**config.mk**
```make
export PLATFORM = sky130hd
export DESIGN_NAME = alu_cmd_sequencer
export DESIGN_NICKNAME = d
export VERILOG_FILES = /design/src/rtl/alu_cmd_sequencer.sv
export SDC_FILE = /design/constraint.sdc
export NUM_CORES = 1
export LEC_CHECK = 0
export CORE_UTILIZATION = 45
export CTS_BUF_LIST = sky130_fd_sc_hd__clkbuf_4
export DETAILED_ROUTE_END_ITERATION = 10
export PLACE_DENSITY = 0.68
export RECOVER_POWER = 100
export SLEW_MARGIN = 30
export SYNTH_ARGS = -nofsm -noshare
export SYNTH_HDL_FRONTEND = slang
export SYNTH_SLANG_ARGS = --single-unit
```
**constraint.sdc**
```tcl
create_clock -name clk -period 4.99 [get_ports clk]
set_clock_uncertainty 0.1 [all_clocks]
set_input_delay 0.499 -clock clk [delete_from_list [all_inputs] [get_ports clk]]
set_output_delay 0.499 -clock clk [all_outputs]
set_load 0.1 [all_outputs]
```
**src/rtl/alu_cmd_sequencer.sv**
```systemverilog
`default_nettype none
// ============================================================================
// Module   : alu_cmd_sequencer
// Purpose  : Issue stage for ALU_reconfig. Commands (opcode, A, B) arrive on
//            a valid/ready interface and are buffered in a small FIFO. Each
//            command is presented to the ALU with a one-cycle enable. The
//            block then waits the ALU latency and captures the result into a
//            response register that has its own valid/ready handshake. Only
//            one command is in flight at a time, so results need no tags.
// Revision : 1.0 - initial release
// ----------------------------------------------------------------------------
// Ports
//   clk, reset                  clock (rising edge), async active-low reset
//   cmd_valid/cmd_ready         command handshake (ready = FIFO not full)
//   cmd_opcode, cmd_a, cmd_b    command payload
//   alu_en, alu_a, alu_b,
//   alu_opcode                  drive the ALU inputs
//   alu_out, alu_cout,
//   alu_ouflag                  ALU result and flags
//   rsp_valid/rsp_ready         response handshake
//   rsp_data, rsp_cout,
//   rsp_ouflag, rsp_opcode      captured result, flags and opcode echo
//   cmd_count                   FIFO occupancy
//   busy                        FSM active or FIFO non-empty
// ============================================================================
module alu_cmd_sequencer #(
  parameter int DATA_W  = 8,
  parameter int OP_W    = 4,
  parameter int DEPTH   = 4,
  parameter int ALU_LAT = 1
) (
  input  logic                       clk,
  input  logic                       reset,
  input  logic                       cmd_valid,
  output logic                       cmd_ready,
  input  logic [OP_W-1:0]            cmd_opcode,
  input  logic [DATA_W-1:0]          cmd_a,
  input  logic [DATA_W-1:0]          cmd_b,
  output logic                       alu_en,
  output logic [DATA_W-1:0]          alu_a,
  output logic [DATA_W-1:0]          alu_b,
  output logic [OP_W-1:0]            alu_opcode,
  input  logic [2*DATA_W-1:0]        alu_out,
  input  logic                       alu_cout,
  input  logic                       alu_ouflag,
  output logic                       rsp_valid,
  input  logic                       rsp_ready,
  output logic [2*DATA_W-1:0]        rsp_data,
  output logic                       rsp_cout,
  output logic                       rsp_ouflag,
  output logic [OP_W-1:0]            rsp_opcode,
  output logic [$clog2(DEPTH):0]     cmd_count,
  output logic                       busy
);

  localparam int AW     = $clog2(DEPTH);
  localparam int CNT_W  = AW + 1;
  localparam int ENT_W  = OP_W + 2*DATA_W;
  localparam int WCNT_W = (ALU_LAT > 1) ? $clog2(ALU_LAT) : 1;

  localparam logic [AW-1:0]     c_PTR_ONE   = AW'(1);
  localparam logic [CNT_W-1:0]  c_CNT_ONE   = CNT_W'(1);
  localparam logic [CNT_W-1:0]  c_CNT_FULL  = CNT_W'(DEPTH);
  localparam logic [WCNT_W-1:0] c_WAIT_INIT = WCNT_W'(ALU_LAT - 1);
  localparam logic [WCNT_W-1:0] c_WAIT_ONE  = WCNT_W'(1);

  typedef enum logic [1:0] {
    S_IDLE  = 2'd0,
    S_ISSUE = 2'd1,
    S_WAIT  = 2'd2,
    S_HOLD  = 2'd3
  } state_t;

  // --------------------------------------------------------------------------
  // Command FIFO
  // --------------------------------------------------------------------------
  logic [ENT_W-1:0] r_mem [DEPTH];
  logic [AW-1:0]    r_wr_ptr;
  logic [AW-1:0]    r_rd_ptr;
  logic [CNT_W-1:0] r_count;
  state_t           r_state;

  logic             w_push;
  logic             w_pop;
  logic [ENT_W-1:0] w_head;

  assign cmd_ready = (r_count != c_CNT_FULL);
  assign w_push    = cmd_valid && cmd_ready;
  // Pops happen only on the IDLE->ISSUE edge, so an empty FIFO is never read.
  assign w_pop     = (r_state == S_IDLE) && (r_count != '0);
  assign w_head    = r_mem[r_rd_ptr];

  // Storage needs no reset: emptiness is tracked by the pointers and count.
  always_ff @(posedge clk) begin
    if (w_push) begin
      r_mem[r_wr_ptr] <= {cmd_opcode, cmd_a, cmd_b};
    end
  end

  always_ff @(posedge clk or negedge reset) begin
    if (!reset) begin
      r_wr_ptr <= '0;
      r_rd_ptr <= '0;
      r_count  <= '0;
    end else begin
      if (w_push) r_wr_ptr <= r_wr_ptr + c_PTR_ONE;
      if (w_pop)  r_rd_ptr <= r_rd_ptr + c_PTR_ONE;
      case ({w_push, w_pop})
        2'b10:   r_count <= r_count + c_CNT_ONE;
        2'b01:   r_count <= r_count - c_CNT_ONE;
        default: r_count <= r_count;
      endcase
    end
  end

  // --------------------------------------------------------------------------
  // Issue / wait / hold sequencer
  // --------------------------------------------------------------------------
  logic [WCNT_W-1:0]   r_wait_cnt;
  logic [OP_W-1:0]     r_shadow_op;
  logic                r_alu_en;
  logic [DATA_W-1:0]   r_alu_a;
  logic [DATA_W-1:0]   r_alu_b;
  logic [OP_W-1:0]     r_alu_op;
  logic                r_rsp_valid;
  logic [2*DATA_W-1:0] r_rsp_data;
  logic                r_rsp_cout;
  logic                r_rsp_ouflag;
  logic [OP_W-1:0]     r_rsp_op;

  always_ff @(posedge clk or negedge reset) begin
    if (!reset) begin
      r_state      <= S_IDLE;
      r_wait_cnt   <= '0;
      r_shadow_op  <= '0;
      r_alu_en     <= 1'b0;
      r_alu_a      <= '0;
      r_alu_b      <= '0;
      r_alu_op     <= '0;
      r_rsp_valid  <= 1'b0;
      r_rsp_data   <= '0;
      r_rsp_cout   <= 1'b0;
      r_rsp_ouflag <= 1'b0;
      r_rsp_op     <= '0;
    end else begin
      case (r_state)
        S_IDLE: begin
          if (w_pop) begin
            // Operands stay on the ALU inputs until the next pop.
            {r_alu_op, r_alu_a, r_alu_b} <= w_head;
            r_shadow_op <= w_head[ENT_W-1 -: OP_W];
            r_alu_en    <= 1'b1;
            r_state     <= S_ISSUE;
          end
        end
        S_ISSUE: begin
          r_alu_en   <= 1'b0;
          r_wait_cnt <= c_WAIT_INIT;
          r_state    <= S_WAIT;
        end
        S_WAIT: begin
          if (r_wait_cnt == '0) begin
            r_rsp_data   <= alu_out;
            r_rsp_cout   <= alu_cout;
            r_rsp_ouflag <= alu_ouflag;
            r_rsp_op     <= r_shadow_op;
            r_rsp_valid  <= 1'b1;
            r_state      <= S_HOLD;
          end else begin
            r_wait_cnt <= r_wait_cnt - c_WAIT_ONE;
          end
        end
        S_HOLD: begin
          // Always return through IDLE so the pop logic stays in one place.
          if (rsp_ready) begin
            r_rsp_valid <= 1'b0;
            r_state     <= S_IDLE;
          end
        end
        default: r_state <= S_IDLE;
      endcase
    end
  end

  assign alu_en     = r_alu_en;
  assign alu_a      = r_alu_a;
  assign alu_b      = r_alu_b;
  assign alu_opcode = r_alu_op;
  assign rsp_valid  = r_rsp_valid;
  assign rsp_data   = r_rsp_data;
  assign rsp_cout   = r_rsp_cout;
  assign rsp_ouflag = r_rsp_ouflag;
  assign rsp_opcode = r_rsp_op;
  assign cmd_count  = r_count;
  assign busy       = (r_state != S_IDLE) || (r_count != '0);

endmodule
`default_nettype wire

```
# [Yosys cells after proc, flatten, opt, wreduce, memory -nomap -nowiden]
# Memory sizes are Yosys's and may differ from the RTL's. A register that Yosys moved wholly into a read port is not among the register bits.
# Cells that the tools add are included.
[word_totals] register_bits=34 latchBits=0 mem_bits_rw=80 rom_bits=0 in_bits=42 out_inout_bits=49 word_cells=57 memories=1
[memory_table] name="r_mem" words=4 width=20 read_ports=1 rd_clocked_by_memory_dff=1 wr=1 line_no="77" source="logic [ENT_W-1:0] r_mem [DEPTH];"
[classes] n_addsub=5 n_mul=0 div_mod_pow=0 order_cmp=0 n_eq_ne=9 n_shift=0 mux=14 bitwise_logic=1 n_reduce_logical=16
[op_table] cell="2-bit nonzero test" count=5
[op_table] cell="2-bit one-hot mux with 4 select lines" count=1
[op_table] cell="2-bit equality test, second input constant" count=3
[op_table] cell="1-bit 2-to-1 mux" count=6
[op_table] cell="2-bit 2-to-1 mux" count=3
[op_table] cell="2-bit inequality test, second input constant" count=3
[op_table] cell="1-bit one-hot mux with 2 select lines" count=3
[op_table] cell="3-bit one-hot mux with 2 select lines" count=1
[op_table] cell="2-bit AND reduction" count=3
[op_table] cell="3-bit AND reduction" count=2
[op_table] cell="2-bit by 1-bit adder with 2-bit output, second input constant" count=2
[op_table] cell="2-bit by 1-bit equality test with 1-bit output, second input constant" count=2
[op_table] cell="3-bit by 1-bit adder with 3-bit output, second input constant" count=1
[op_table] cell="3-bit inequality test, second input constant" count=1
[op_table] cell="3-bit nonzero test" count=1
[op_table] cell="3-bit by 1-bit subtractor with 3-bit output, second input constant" count=1
[op_table] cell="1-bit logical AND" count=2
[op_table] cell="2-bit logical NOT" count=1
[op_table] cell="1-bit logical NOT" count=1
[op_table] cell="1-bit logical OR" count=1
[op_table] cell="1-bit inverter" count=1
[op_table] cell="1-bit subtractor, second input constant" count=1

# [Depth between registers and ports, before layout]
[logic_depth] word_depth=4 mapped_depth=11 ltp_nobuf=10

# [Least setup slack after synthesis]
# OpenSTA, ideal clock, no wires.
[synth_timing] kind="reg-to-reg" start="register r_count[2] (netlist: cmd_count[2])" end="register r_count[2] (netlist: cmd_count[2])" setup_ns=0.164 arrival_ns=2.808 t_required_ns=4.726 slack_ns=1.918 stages_incl_launch_ff=10 n_path_buf=0 synth_period_minus_slack_ns=3.072 cell_sequence="dfrtp_1 or3b_4 and2_4 inv_1 ha_1 inv_1 fa_1 xor2_1 nor2_1 xor2_1"
[synth_between] elab_chain_len=4 word_cells_on_any_way=10 cone_classes="2 x add/sub; 3 x eq/ne; 1 x mux; 4 x reduce/logical"
[synth_lines] item="from (decl)" line_no="80" source="logic [CNT_W-1:0] r_count;"
[synth_lines] item="from (signal assigned)" line_no="109" source="2'b10: r_count <= r_count + c_CNT_ONE;"
[synth_lines] item="from (signal assigned)" line_no="110" source="2'b01: r_count <= r_count - c_CNT_ONE;"
[synth_lines] item="from (signal assigned)" line_no="111" source="default: r_count <= r_count;"
[synth_lines] item="3-bit inequality test *" line_no="87" source="assign cmd_ready = (r_count != c_CNT_FULL);"
[synth_lines] item="named net cmd_ready" line_no="35" source="output logic cmd_ready,"
[synth_lines] item="1-bit logical AND *" line_no="88" source="assign w_push = cmd_valid && cmd_ready;"
[synth_lines] item="2-bit by 1-bit equality test with 1-bit output / 2-bit equality test (equally long branches)" line_no="108" source="case ({w_push, w_pop})"
[synth_lines] item="3-bit one-hot mux with 2 select lines / 2-bit nonzero test (equally long branches)"
# Mark *: on every way through the listed nets, which the timed path passes. The rest lies on a longest branch.
# A chain may end at the register's enable or synchronous reset.

==> flow_summary.toml <==
[status]
outcome = "complete, but fails checks"
violations = "capacitance limit, slew limit"

[detailed_routing]
route.final.wire_length_um = 8980
dr.pass1.iters = 4
vias = 2725
wl_per_cell_um = 16.3
initialDrtViolationCount = 103
drc = 0
drt.antenna.violating_nets = 0
viasPerCell = 4.95

[critical_path]
startpoint_type = "primary input"
r2r_slack_ps = 1880
critPathKind = "primary input to asynchronous set/reset pin"
cp_max_fo = 53
reg2reg_depth = 6
cp.required_ps = 4720
critPathArrivalTime_ps = 3080
cp-end-kind = "asynchronous set/reset pin"

[sta]
worst_pin_slew_ps = 2770
setup_viol = 0
tns_ps = 0
fin_crit_ps = 3350
slew_headroom_pct = -84.5
finalHoldViolations = 0
clock.fmax_ghz = 0.298
finalCritPeriodShare_pct = 67.2
grt_setup_unrepaired = "no"
slew_viol_final = 54

[place]
dp_cells = 517
placed_area_um2 = 6140
numPortBuffers = 90
gp_congestion = 0.709
dp_hpwl_um = 5740

[layout]
fin_util_pct = 58.4
drive_gt1_share_pct = 19.5
final_cell_count_no_fill = 551
antenna_cells = 0
fin_area_um2 = 6380
layout_commonest_cell = "edfxtp_1"
mostFrequentLayoutCells = "edfxtp_1 (80), dlygate4sd3_1 (70), nand2_1 (63)"
area_growth_pct = 25.2
final_nets = 451
fillCellCount = 902

[grt]
grt_pass1_wl_um = 14500
grt_max_degree = 54
first_global_vias = 2863
overflow = 0
track_usage_pct = 17.1
antenna_found_initial = 0

[yosys]
synth_seq_cells = 133
ys_seq_area_share_pct = 73.2
ys_warn_count = 0
ys_types = 25
syn-num-nets = 349
synth_area_um2 = 5100
synth_cells = 296
synth_edf_count = 80
ys.flop_type = "edfxtp_1"
async_flop_share_pct = 39.8
synth_area_per_cell_um2 = 17.2

[job]
max_cap_viol_count = 1

[clocking]
post-cts-setup-buffer-count = 0
clk-insertion-delay-late_ps = 510
root_buffer = "clkbuf_4"
cts_made_buffers = 17
htreeDepth = 4
path_clk_slew_ps = 110
clock_tree.buffer_depth = 2
cts_tree = "yes"
cts_num_sinks = 133

[floorplanning]
die-area_um2 = 11800
start_util_pct = 46.6
io_pins = 91
rows = 38
core_area_um2 = 10900
die_h_um = 108
die_w_um = 108

[min_path]
hp-class = "flip-flop to flip-flop"
whs_path_depth = 2
cell type report:
cell class | count | area (µm²) | share of cell area, %
well taps | 140 | 175 | 2.74
multi-input cells | 142 | 1260 | 19.8
clock inverters | 15 | 120 | 1.88
repair buffers | 94 | 928 | 14.5
flip-flops and latches | 133 | 3730 | 58.4
clock buffers | 17 | 128 | 2.00
inverters | 10 | 37.5 | 0.588
what timing repair did:
action / CTS / global route
hold buffers: 1 / 0
hold endpoints to repair: 52 / 0
resized for setup: 0 / 0
cell families (layout without fill, tap and decap cells):
kind of cell	after synthesis	after routing	share of synthesized area, %
AOI/OAI and AO/OA	5	5	0.663
xor gates and xnor gates	6	6	1.03
adders and majority gates	11	11	2.85
buffers and inverters	21	136	1.74
DFF	133	133	73.2
muxes	45	45	14.4
and+or+nand+nor	75	75	6.14
cell usage after synthesis, drive strengths merged, types with 2 or more instances:
cell type   n  area share [%]
mux4       20             8.8
xnor2       4            0.69
and3        4            0.59
buf         4            0.49
xor2        2            0.34
clkbuf      7            0.52
inv        10            0.74
dfrtp      53              26
a21oi       2            0.20
mux2       24             5.4
nand2      63             4.6
nor2        4            0.29
ha         10             2.5
edfxtp     80              47
per-layer routing:
metal	vias up	global-route usage (%)	routed length, µm
met2	91	28.6	4590
met3	14	4.94	520
met1	1337	20.9	3750
li1	1283	-	-
met4	0	7.14	124
met5	-	0	0
path summary, 6_finish.rpt:
kind	from	end
max reg2reg	cmd_count[0]	cmd_count[1]
min in group asynchronous	reset	rsp_data[0]
max in group clk	r_state[1]	busy
max	reset	r_rd_ptr[1]
min	alu_a[3]	alu_a[3]
min reg2reg	alu_a[3]	alu_a[3]
per-stage QoR:
step / worst slack, ps / hold slack, ps
after global placement: 1830 / 360
after floorplan: 1920 / 103
after detailed placement: 1730 / 364
after global routing: 949 / 423
after CTS: 1690 / 393
final: 1640 / 383
worst max-delay path, cell delays in order:
cell and delay, ps:
dlygate4sd3_1 520, buf_2 90, clkbuf_1 1950
sequential cells by signal (all words and copies together), names as in the netlist:
register,count
alu_a,8
alu_b,8
alu_en,1
alu_opcode,4
cmd_count,3
r_mem,80
r_rd_ptr,2
r_state,2
r_wr_ptr,2
rsp_cout,1
rsp_data,16
rsp_opcode,4
rsp_ouflag,1
rsp_valid,1
Power is left out: the tool's default activity adds up to more than one toggle a clock period on the data nets, which glitch-free logic cannot reach.
